`src/rtl/seq_mac_explorer_if.sv`:
```
// Control/data bundle for seq_mac_explorer: serial operand load, op launch, and status/result.
// The master drives the stimulus side; the slave is the MAC engine.
interface seq_mac_explorer_if #(
  parameter int WIDTH = 8
);
  logic               ena;
  logic               sin_a;
  logic               sin_b;
  logic               shift_en;
  logic               start;
  logic [1:0]         mode;
  logic               busy;
  logic               done;
  logic [2*WIDTH-1:0] result;
  logic               overflow;

  modport master (
    output ena, sin_a, sin_b, shift_en, start, mode,
    input  busy, done, result, overflow
  );

  modport slave (
    input  ena, sin_a, sin_b, shift_en, start, mode,
    output busy, done, result, overflow
  );
endinterface

```
`src/rtl/seq_mac_explorer.sv`:
```
// Serial-load ADD/MULT/MAC/CLEAR unit: N busy cycles (1 or WIDTH), then a one-cycle done; ena low stalls everything.
// No backpressure: start is ignored unless IDLE. SEQ_MAC_SAT_EN selects a saturating MAC accumulator instead of wrapping.
module seq_mac_explorer #(
  parameter int WIDTH = 8
) (
  input  logic              clk,
  input  logic              reset,
  seq_mac_explorer_if.slave bus
);
  localparam int PW = 2 * WIDTH;
  localparam int CW = $clog2(WIDTH);
  localparam logic [1:0] M_ADD = 2'b00, M_MULT = 2'b01, M_MAC = 2'b10, M_CLR = 2'b11;

  typedef enum logic [1:0] {S_IDLE, S_RUN, S_DONE} state_t;

  state_t            state_q, state_d;
  logic [WIDTH-1:0]  a_q, a_d, b_q, b_d;
  logic [1:0]        op_q, op_d;
  logic [PW-1:0]     mcand_q, mcand_d;
  logic [WIDTH-1:0]  mplier_q, mplier_d;
  logic [PW-1:0]     prod_q, prod_d;
  logic [CW-1:0]     cnt_q, cnt_d;
  logic [PW-1:0]     acc_q, acc_d;
  logic              ovf_q, ovf_d;
  logic [PW-1:0]     result_q, result_d;

  logic [PW-1:0]     addend;
  logic [PW-1:0]     step_sum;
  logic [PW:0]       mac_sum;
  logic              last;

  always_ff @(posedge clk) begin
    if (reset) begin
      state_q  <= S_IDLE;
      a_q      <= '0;
      b_q      <= '0;
      op_q     <= M_ADD;
      mcand_q  <= '0;
      mplier_q <= '0;
      prod_q   <= '0;
      cnt_q    <= '0;
      acc_q    <= '0;
      ovf_q    <= 1'b0;
      result_q <= '0;
    end else begin
      state_q  <= state_d;
      a_q      <= a_d;
      b_q      <= b_d;
      op_q     <= op_d;
      mcand_q  <= mcand_d;
      mplier_q <= mplier_d;
      prod_q   <= prod_d;
      cnt_q    <= cnt_d;
      acc_q    <= acc_d;
      ovf_q    <= ovf_d;
      result_q <= result_d;
    end
  end

  always_comb begin
    state_d  = state_q;
    a_d      = a_q;
    b_d      = b_q;
    op_d     = op_q;
    mcand_d  = mcand_q;
    mplier_d = mplier_q;
    prod_d   = prod_q;
    cnt_d    = cnt_q;
    acc_d    = acc_q;
    ovf_d    = ovf_q;
    result_d = result_q;

    // One shift-add step: multiplier consumed LSB first, multiplicand shifted left.
    addend   = mplier_q[0] ? mcand_q : '0;
    step_sum = prod_q + addend;
    mac_sum  = {1'b0, acc_q} + {1'b0, step_sum};
    last     = (op_q == M_MULT || op_q == M_MAC) ? (cnt_q == CW'(WIDTH - 1)) : 1'b1;

    if (bus.ena) begin
      if (bus.shift_en && state_q != S_RUN) begin
        a_d = {a_q[WIDTH-2:0], bus.sin_a};
        b_d = {b_q[WIDTH-2:0], bus.sin_b};
      end

      unique case (state_q)
        S_IDLE: begin
          if (bus.start) begin
            state_d  = S_RUN;
            op_d     = bus.mode;
            mcand_d  = {{WIDTH{1'b0}}, a_q};
            mplier_d = b_q;
            prod_d   = '0;
            cnt_d    = '0;
          end
        end
        S_RUN: begin
          prod_d   = step_sum;
          mcand_d  = mcand_q << 1;
          mplier_d = mplier_q >> 1;
          cnt_d    = cnt_q + CW'(1);
          if (last) begin
            state_d = S_DONE;
            unique case (op_q)
              M_ADD:  result_d = mcand_q + {{WIDTH{1'b0}}, mplier_q};
              M_MULT: result_d = step_sum;
              M_MAC: begin
                ovf_d = ovf_q | mac_sum[PW];
`ifdef SEQ_MAC_SAT_EN
                if (mac_sum[PW]) begin
                  acc_d    = '1;
                  result_d = '1;
                end else begin
                  acc_d    = mac_sum[PW-1:0];
                  result_d = mac_sum[PW-1:0];
                end
`else
                acc_d    = mac_sum[PW-1:0];
                result_d = mac_sum[PW-1:0];
`endif
              end
              M_CLR: begin
                acc_d    = '0;
                ovf_d    = 1'b0;
                result_d = '0;
              end
              default: ;
            endcase
          end
        end
        S_DONE:  state_d = S_IDLE;
        default: state_d = S_IDLE;
      endcase
    end
  end

  assign bus.busy     = (state_q == S_RUN);
  assign bus.done     = (state_q == S_DONE);
  assign bus.result   = result_q;
  assign bus.overflow = ovf_q;
endmodule

```
`src/flat_wrapper.sv`:
```
// flat-port wrapper written by rule: the top's interface ports become plain ports
module seq_mac_explorer_flat 
#(
  parameter int WIDTH = 8
)
  (clk, reset, bus_ena, bus_sin_a, bus_sin_b, bus_shift_en, bus_start, bus_mode, bus_busy, bus_done, bus_result, bus_overflow);
  seq_mac_explorer_if #(.WIDTH(WIDTH)) bus_i ();
  input  logic clk;
  input  logic reset;
  input wire logic [$bits(bus_i.ena)-1:0] bus_ena;
  input wire logic [$bits(bus_i.sin_a)-1:0] bus_sin_a;
  input wire logic [$bits(bus_i.sin_b)-1:0] bus_sin_b;
  input wire logic [$bits(bus_i.shift_en)-1:0] bus_shift_en;
  input wire logic [$bits(bus_i.start)-1:0] bus_start;
  input wire logic [$bits(bus_i.mode)-1:0] bus_mode;
  output wire logic [$bits(bus_i.busy)-1:0] bus_busy;
  output wire logic [$bits(bus_i.done)-1:0] bus_done;
  output wire logic [$bits(bus_i.result)-1:0] bus_result;
  output wire logic [$bits(bus_i.overflow)-1:0] bus_overflow;
  assign bus_i.ena = bus_ena;
  assign bus_i.sin_a = bus_sin_a;
  assign bus_i.sin_b = bus_sin_b;
  assign bus_i.shift_en = bus_shift_en;
  assign bus_i.start = bus_start;
  assign bus_i.mode = bus_mode;
  assign bus_busy = bus_i.busy;
  assign bus_done = bus_i.done;
  assign bus_result = bus_i.result;
  assign bus_overflow = bus_i.overflow;
  seq_mac_explorer #(.WIDTH(WIDTH)) u_core (.clk(clk), .reset(reset), .bus(bus_i));
endmodule
```
`config.mk`:
```
export PLATFORM = sky130hd
export DESIGN_NAME = seq_mac_explorer_flat
export DESIGN_NICKNAME = d
export VERILOG_FILES = /design/src/rtl/seq_mac_explorer_if.sv /design/src/rtl/seq_mac_explorer.sv /design/src/flat_wrapper.sv
export SDC_FILE = /design/constraint.sdc
export NUM_CORES = 1
export LEC_CHECK = 0
export CORE_ASPECT_RATIO = 2
export CORE_MARGIN = 2
export CORE_UTILIZATION = 41
export DETAILED_ROUTE_END_ITERATION = 7
export PLACE_DENSITY = 0.6
export RECOVER_POWER = 100
export SYNTH_ARGS = -nofsm -noshare
export SYNTH_HDL_FRONTEND = slang
export SYNTH_SLANG_ARGS = --single-unit
export TNS_END_PERCENT = 30
```
`constraint.sdc`:
```
create_clock -name clk -period 3.78 [get_ports clk]
set_input_delay 0.756 -clock clk [delete_from_list [all_inputs] [get_ports clk]]
set_output_delay 0.756 -clock clk [all_outputs]
set_load 0.005 [all_outputs]
```
# Word level (Yosys, flattened, before mapping)
# Cells that the tools add are included.
[op_classes]
n_addsub = 4
multipliers = 0
n_div = 0
n_lt_le_gt_ge = 0
eq_ne = 9
shifts = 0
n_mux = 16
n_bitwise = 1
reduce_logical = 12
[ops]
columns = ["op", "count"]
rows = [
  ["16-bit case mux with 2 select lines", 3],
  ["16-bit case mux with 4 select lines", 1],
  ["16-bit two-way mux", 3],
  ["16-bit by 16-bit adder with 17-bit output", 1],
  ["16-bit adder", 1],
  ["16-bit by 8-bit adder with 16-bit output", 1],
  ["8-bit case mux with 2 select lines", 1],
  ["3-bit AND reduction", 4],
  ["8-bit two-way mux", 1],
  ["2-bit equality test, second input constant", 3],
  ["3-bit case mux with 2 select lines", 1],
  ["2-bit by 1-bit equality test with 1-bit output, second input constant", 2],
  ["2-bit zero test", 2],
  ["2-bit two-way mux", 2],
  ["2-bit by 1-bit inequality test with 1-bit output, second input constant", 2],
  ["2-bit case mux with 2 select lines", 1],
  ["4-bit AND reduction", 1],
  ["2-bit nonzero test", 2],
  ["3-bit by 1-bit adder with 3-bit output, second input constant", 1],
  ["3-bit equality test, second input constant", 1],
  ["3-bit two-way mux", 1],
  ["2-bit inequality test, second input constant", 1],
  ["1-bit case mux with 2 select lines", 1],
  ["2-bit AND reduction", 1],
  ["4 further kinds", 4],
]
[totals]
regBits = 96
latchBits = 0
mem_bits_rw = 0
rom_bits = 0
output_inout_bits = 19
wordCells = 53
memories = 0

# Longest topological paths before layout
# Gate-level depths: netlist of run 1.
[depth]
word_depth = 5
mapped_depth = 18
depth_no_buf = 17

# Worst setup path before layout of run 1
# OpenSTA, ideal clock, no wires.
[synth_path]
path_type = "flip-flop to flip-flop"
from = "register u_core.mplier_q[0]"
to = "register u_core.result_q[14] (netlist: u_core.bus.result[14])"
setup_ns = 0.095
arrival_ns = 3.802
t_required_ns = 3.685
slack_ns = -0.117
stages_incl_launch_ff = 18
period_less_slack_ns = 3.897
path_cell_list = "dfxtp_1 ha_1 ha_1 inv_1 fa_1 nor2b_4 o31a_1 o41a_1 a221o_1 mux2i_1 or2_2 ha_1 nand2_1 a21oi_1 nor2b_1 a31o_2 mux2_2 a221oi_1"
[synth_between]
elab_chain_len = 4
elab_cells_between_ends = 5
cone_classes = "3 x add/sub; 2 x mux"
[synth_rtl]
columns = ["item", "line_no", "rtl"]
rows = [
  ["start, declared", "seq_mac_explorer.sv:20", "logic [WIDTH-1:0] mplier_q, mplier_d;"],
  ["start signal, assigned", "seq_mac_explorer.sv:51", "mplier_q <= mplier_d;"],
  ["16-bit two-way mux", "seq_mac_explorer.sv:74", "addend = mplier_q[0] ? mcand_q : '0;"],
  ["16-bit adder", "seq_mac_explorer.sv:75", "step_sum = prod_q + addend;"],
  ["16-bit by 16-bit adder with 17-bit output", "seq_mac_explorer.sv:76", "mac_sum = {1'b0, acc_q} + {1'b0, step_sum};"],
  ["16-bit case mux with 4 select lines *", "seq_mac_explorer.sv:103", "unique case (op_q)"],
  ["end signal, assigned", "seq_mac_explorer.sv:56", "result_q <= result_d;"],
  ["end, declared", "seq_mac_explorer.sv:25", "logic [PW-1:0] result_q, result_d;"],
]
# Every way passes the cells marked *; elsewhere a longest branch is shown, timed or not.
# A chain may end at the register's enable or synchronous reset.

# Final worst setup path of run 1
# Ends and elaborated chain as after synthesis.

==> out/qor.txt, run 1 <==
Hold Crit Class: flip-flop to flip-flop
Hold slack: 0.470 ns
Antenna violations before repair: 0
Nets: 893
Clk buf depth: 2
Fillers: 1,419
Chip height: 175 µm
Layout area overhead: 25.5%
Pin count of the biggest net entering global routing: 92
Final hold violation count: 0
Average vias per placed instance: 5.78
IO Pins: 28
CP dominant cell by count: ha_4
Peak supply drop: 213 µV
Clock transition at path regs: 0.07 ns
Routed length per instance: 18.4 µm
Fin Setup TNS: -0.0651 ns
Utilization after layout: 52.4%
Failing checks: max-capacitance violations, max-slew violations, negative setup slack
Synth cell types: 63
Clk root buf: clkbuf_16
Initial Util: 41.7%
Worst path required time: 4.06 ns
Worst Path Class, Setup: flip-flop to flip-flop
Final Max Slew Viols: 29
CTS Hold Buffers Added: 0
Total congestion overflow: 0
Pwr Density: 293 mW/mm²
Net Sw Frac: 28.3%
Core area: 0.0144 mm²
Comb pwr share: 10.7%
Flop pwr share: 47.8%
TritonCTS clock tree: done
CTS H-tree lvls: 3
Arr. time, crit path: 4.10 ns
Synthesized area per cell: 7.96 µm²
Worst stage delay on the critical path: 0.40 ns
Share of the yosys chip area belonging to registers: 32.1%
First-pass GRT wire length: 29,900 µm
Die W: 89.5 µm
Core Rows: 62
DIE AREA: 0.0156 mm²
Dominant synthesized flop cell: dfxtp_1
Worst Path Buf+Inv: 1
Max Fclk: 0.261 GHz
Gate count after technology mapping: 752
Final critical-path required period: 3.83 ns
Unrepaired setup endpoints after global routing: true
Number of port buffers: 27
Critical path, cell by cell: ha_4, ha_4, inv_2, fa_2, nor2b_4, o31a_1, o41a_1, a221o_1, mux2i_1, or2_4, ha_4, nand2_2, a21oi_2, nor2b_1, a31o_2, mux2_4, a221oi_2
Via count: 5,949
Slew headroom: -0.585%
Drt first pass iters: 5
Post-synth EDFFs: 0
Layout cell share with drive strength beyond 1: 18.0%
Switch Pwr: 0.623 mW
Skew-Pair Late Insertion Delay: 0.36 ns
Total wire length: 18,900 µm
Most frequent cells in the layout: nor2_1 (100), nand2_1 (95), dfxtp_1 (94)
Maxcap violations: 1
Setup ws final: -0.0486 ns
Critical path fanouts, max: 5
Ys Warns: 0
Mapped cell area: 0.00599 mm²
Run status: finished with violations
Clock power share: 41.5%
CTS buffer count: 9
Detailed Place HPWL: 14,400 µm
Final setup vio count: 4
Static Leak: 3.03 nW
Worst-Margin Slew: 1.51 ns
Clk sinks: 96
Final Cycle Share: 101%
Initial DRC Count: 319
Slowest-stage cell, CP: o41a_1
Internal: 1.58 mW
Mapped Nets: 812
Vias in the first global route: 6,004
Crit. End Element: flip-flop
Setup crit start kind: flip-flop
Delay-heaviest family, CP: compound AO/OA/AOI/OAI gates
Number of synthesized register bits: 96
GRT Util Overall: 24.8%
Commonest non-fill, non-tap cell in the layout: nor2_1
DR DRC count: 0
Clock skew: 0.00658 ns
ANT nets after route: 0
Antenna Cells: 0
Asr flop ratio synth: 0%
RePlAce Congestion: 0.908
power groups by stage:
stage                     logic [mW]  registers, mW  clock network (mW)
after floorplan                0.147           1.07                   0
after global placement         0.230           1.08                   0
after detailed placement       0.233           1.08                   0
after CTS                      0.238           1.05               0.934
after global routing           0.257           1.06               0.976
final                          0.235           1.05               0.914
state kept, by name (all words and copies together), names as in the netlist:
signal / cells
u_core.mplier_q: 8
u_core.bus.result: 16
u_core.state_q: 2
u_core.b_q: 8
u_core.a_q: 8
u_core.mcand_q: 16
u_core.cnt_q: 3
u_core.bus.overflow: 1
u_core.prod_q: 16
u_core.op_q: 2
u_core.acc_q: 16
path summary, 6_finish.rpt:
| kind | from | end | slack, ns | cells after the start |
|---|---|---|---|---|
| max | u_core.mplier_q[0] | u_core.bus.result[14] | -0.05 | 17 |
| min | u_core.a_q[7] | u_core.a_q[7] | 0.47 | 2 |
| max reg2reg | u_core.mplier_q[0] | u_core.bus.result[14] | -0.05 | 17 |
| min reg2reg | u_core.a_q[7] | u_core.a_q[7] | 0.47 | 2 |
kinds of logic after synthesis:
logic type	Yosys count	synth area share [%]
AND/OR/NAND/NOR	269	19.9
XOR/XNOR	35	5.12
buffers and inverters	59	3.80
AO/OA/AOI/OAI	235	26.8
multiplexers	7	1.21
adder cells (fa/ha/maj)	51	11.0
flip-flops	96	32.1
stage by stage:
step                worst slack, ns  cell area, µm²  instances  total power [mW]
finish                      -0.0486            7520       1030              2.20
CTS                          -0.161            7400       1028              2.23
global placement             -0.303            6930       1006              1.31
detailed placement           -0.474            6930       1006              1.31
global route                 -0.159            7520       1030              2.29
floorplan                   0.00728            6010        752              1.22
synth_stat cells (all sizes together) (6+ instances only):
master	n	area, µm²
xnor2	24	210
dfxtp	96	1920
and2	16	100
nand3	11	55.1
nor2b	9	63.8
a2111oi	6	58.8
nor3	6	30.0
a22oi	38	285
a21oi	63	315
a21o	7	52.6
a211oi	10	75.1
buf	8	36.3
ha	48	601
xor2	11	96.3
o21ai	33	165
nor2	101	382
clkbuf	32	120
nand2	96	360
a221oi	8	76.3
a311oi	17	149
o21a	6	45.0
inv	18	67.6
final cells by class:
class / instances / area (µm²) / share of cell area [%]
Multi-Input combinational cell: 597 / 4110 / 54.7
Sequential cell: 96 / 1920 / 25.6
Timing Repair Buffer: 110 / 882 / 11.7
Tap cell: 192 / 240 / 3.20
Clock buffer: 9 / 225 / 3.00
Inverter: 19 / 71.3 / 0.949
Clock inverter: 7 / 61.3 / 0.816
repair_timing:
| action | 4_1_cts | 5_1_grt |
|---|---|---|
| endpoints found under the setup margin | 12 | 14 |
| gates resized for setup | 34 | 29 |
| cloned | 0 | 0 |
| pin swaps | 16 | 12 |
| buffers inserted | 6 | 2 |
worst reg2reg max path: stages, from the launching register on:
cell	delay [ns]
dfxtp_2	0.34
ha_4	0.17
ha_4	0.16
inv_2	0.06
fa_2	0.25
nor2b_4	0.05
o31a_1	0.28
o41a_1	0.40
a221o_1	0.37
mux2i_1	0.15
or2_4	0.25
ha_4	0.29
nand2_2	0.07
a21oi_2	0.09
nor2b_1	0.05
a31o_2	0.24
mux2_4	0.31
a221oi_2	0.21
routing by layer:
metal / wire length, µm / global-route usage [%]
met1: 6980 / 25.4
met2: 10500 / 46.3
met3: 596 / 3.73
met4: 823 / 12.3
met5: 0 / 0
Note: power is estimated with default switching activity, not from simulation.
==> run 2, diff against run 1 <==
- CTS_BUF_LIST: not set -> sky130_fd_sc_hd__clkbuf_8
==> run 2 against run 1 <==
Register-to-register slack lost 0.02 ns. Core utilization fell by 0.51 points. Largest power group unchanged. The flow finishes with violations (negative setup slack). Largest cell class unchanged. Cell count grew 0.29%. Maximum frequency shrank 0.49%. Flip-flop and latch count unchanged. Die area did not move. Power decreased by 11%.
==> out/qor.txt, run 2 (synthesis gave the netlist of run 1 again) <==
Setup ws final: -0.0674 ns
Clock skew: 0.0148 ns
Fin Setup TNS: -0.136 ns
Flop pwr share: 53.7%
Delay-heaviest family, CP: compound AO/OA/AOI/OAI gates
Static Leak: 3.02 nW
Peak supply drop: 173 µV
Worst stage delay on the critical path: 0.40 ns
Layout cell share with drive strength beyond 1: 18.3%
Average vias per placed instance: 5.72
Nets: 896
Total congestion overflow: 0
Final critical-path required period: 3.85 ns
Pin count of the biggest net entering global routing: 92
Most frequent cells in the layout: nor2_1 (100), nand2_1 (94), dfxtp_1 (94)
Initial Util: 41.7%
CTS Hold Buffers Added: 0
Core Rows: 62
Number of port buffers: 27
Clock power share: 34.3%
Routed length per instance: 18.2 µm
CTS buffer count: 9
Slowest-stage cell, CP: o41a_1
Clk buf depth: 2
Chip height: 175 µm
IO Pins: 28
Layout area overhead: 24.3%
Unrepaired setup endpoints after global routing: true
CTS H-tree lvls: 3
Final setup vio count: 4
Initial DRC Count: 394
Worst Path Class, Setup: flip-flop to flip-flop
Vias in the first global route: 6,015
Hold Crit Class: flip-flop to flip-flop
Net Sw Frac: 30.1%
Slew headroom: 1.03%
GRT Util Overall: 24.7%
Final hold violation count: 0
Skew-Pair Late Insertion Delay: 0.39 ns
Switch Pwr: 0.590 mW
Via count: 5,912
First-pass GRT wire length: 29,800 µm
Detailed Place HPWL: 14,400 µm
Antenna violations before repair: 0
Arr. time, crit path: 4.15 ns
Maxcap violations: 0
Worst Path Buf+Inv: 1
DR DRC count: 0
Layout Cell Area excl Fill: 0.00744 mm²
Crit. End Element: flip-flop
TritonCTS clock tree: done
Setup crit start kind: flip-flop
DP Area: 0.00693 mm²
Die W: 89.5 µm
Clk root buf: clkbuf_8
Worst-Margin Slew: 1.48 ns
RePlAce Congestion: 0.908
Total wire length: 18,800 µm
Core area: 0.0144 mm²
Clk sinks: 96
Internal: 1.37 mW
Comb pwr share: 11.9%
Antenna Cells: 0
Drt first pass iters: 5
Critical path, cell by cell: ha_4, ha_4, inv_2, fa_2, nor2b_4, o31a_1, o41a_1, a221o_1, mux2i_1, or2_4, ha_4, nand2_4, a21oi_2, nor2b_1, a31o_2, mux2_4, a221oi_2
CP dominant cell by count: ha_4
Run status: finished with violations
Failing checks: negative setup slack
Final Max Slew Viols: 0
DIE AREA: 0.0156 mm²
Commonest non-fill, non-tap cell in the layout: nor2_1
Pwr Density: 264 mW/mm²
Clock transition at path regs: 0.11 ns
Final Cycle Share: 102%
Worst path required time: 4.09 ns
ANT nets after route: 0
Critical path fanouts, max: 5
Max Fclk: 0.260 GHz
run 2: layout make-up:
cell class	instances	area, µm²
clock buffers	9	124
clock inverters	7	61.3
fillers	1424	6910
inverters	19	71.3
multi-input cells	597	4120
flip-flops and latches	96	1930
well taps	192	240
repair buffers	113	905
run 2: timing repair:
item,4_1_cts,5_1_grt
resized for setup,34,30
setup endpoints to repair,12,14
pin swaps,16,15
buffers inserted,7,4
run 2: per-stage QoR:
step / power [mW] / hold slack (ns) / utilization [%] / setup slack, ns / std cells
3_3_place_gp: 1.31 / 0.446 / 48.3 / -0.303 / 1006
3_5_place_dp: 1.31 / 0.463 / 48.3 / -0.474 / 1006
4_1_cts: 1.99 / 0.478 / 50.9 / -0.165 / 1029
5_1_grt: 2.05 / 0.498 / 51.9 / -0.186 / 1033
6_report: 1.96 / 0.474 / 51.9 / -0.0674 / 1033
2_1_floorplan: 1.22 / 0.436 / - / 0.00728 / 752
run 2: worst paths after layout:
check / cells after the start / slack (ns) / end / startpoint
worst max register to register: 17 / -0.07 / u_core.bus.result[14] / u_core.mplier_q[0]
worst min-delay path: 2 / 0.47 / u_core.b_q[1] / u_core.b_q[0]
worst max-delay path: 17 / -0.07 / u_core.bus.result[14] / u_core.mplier_q[0]
worst min register to register: 2 / 0.47 / u_core.b_q[1] / u_core.b_q[0]
run 2: power groups by stage:
stage               clock, mW  combinational, mW  sequential, mW
floorplan                   0              0.147            1.07
global placement            0              0.230            1.08
detailed placement          0              0.233            1.08
CTS                     0.697              0.238            1.05
global route            0.735              0.257            1.06
finish                  0.674              0.234            1.05
run 2: worst register-to-register path, stage by stage, from the launching register on:
cell      delay, ns
dfxtp_4        0.37
ha_4           0.17
ha_4           0.16
inv_2          0.06
fa_2           0.24
nor2b_4        0.05
o31a_1         0.27
o41a_1         0.40
a221o_1        0.37
mux2i_1        0.15
or2_4          0.27
ha_4           0.30
nand2_4        0.05
a21oi_2        0.09
nor2b_1        0.05
a31o_2         0.24
mux2_4         0.31
a221oi_2       0.21
run 2: layer usage:
layer	up-vias	share of wire, %	track usage, %	wire [µm]
met4	0	5.3	13.6	998
met3	63	3.0	3.31	568
met5	-	0	0	0
met1	2807	37	25.2	6890
li1	2894	-	-	-
met2	148	55	45.8	10400
==> run 3, diff against run 2 <==
- HOLD_SLACK_MARGIN: not set -> 0.02
- PLACE_DENSITY: 0.6 -> not set
==> results of run 3 <==
No change in the layout: final DEF, timing and power equal those of run 2.
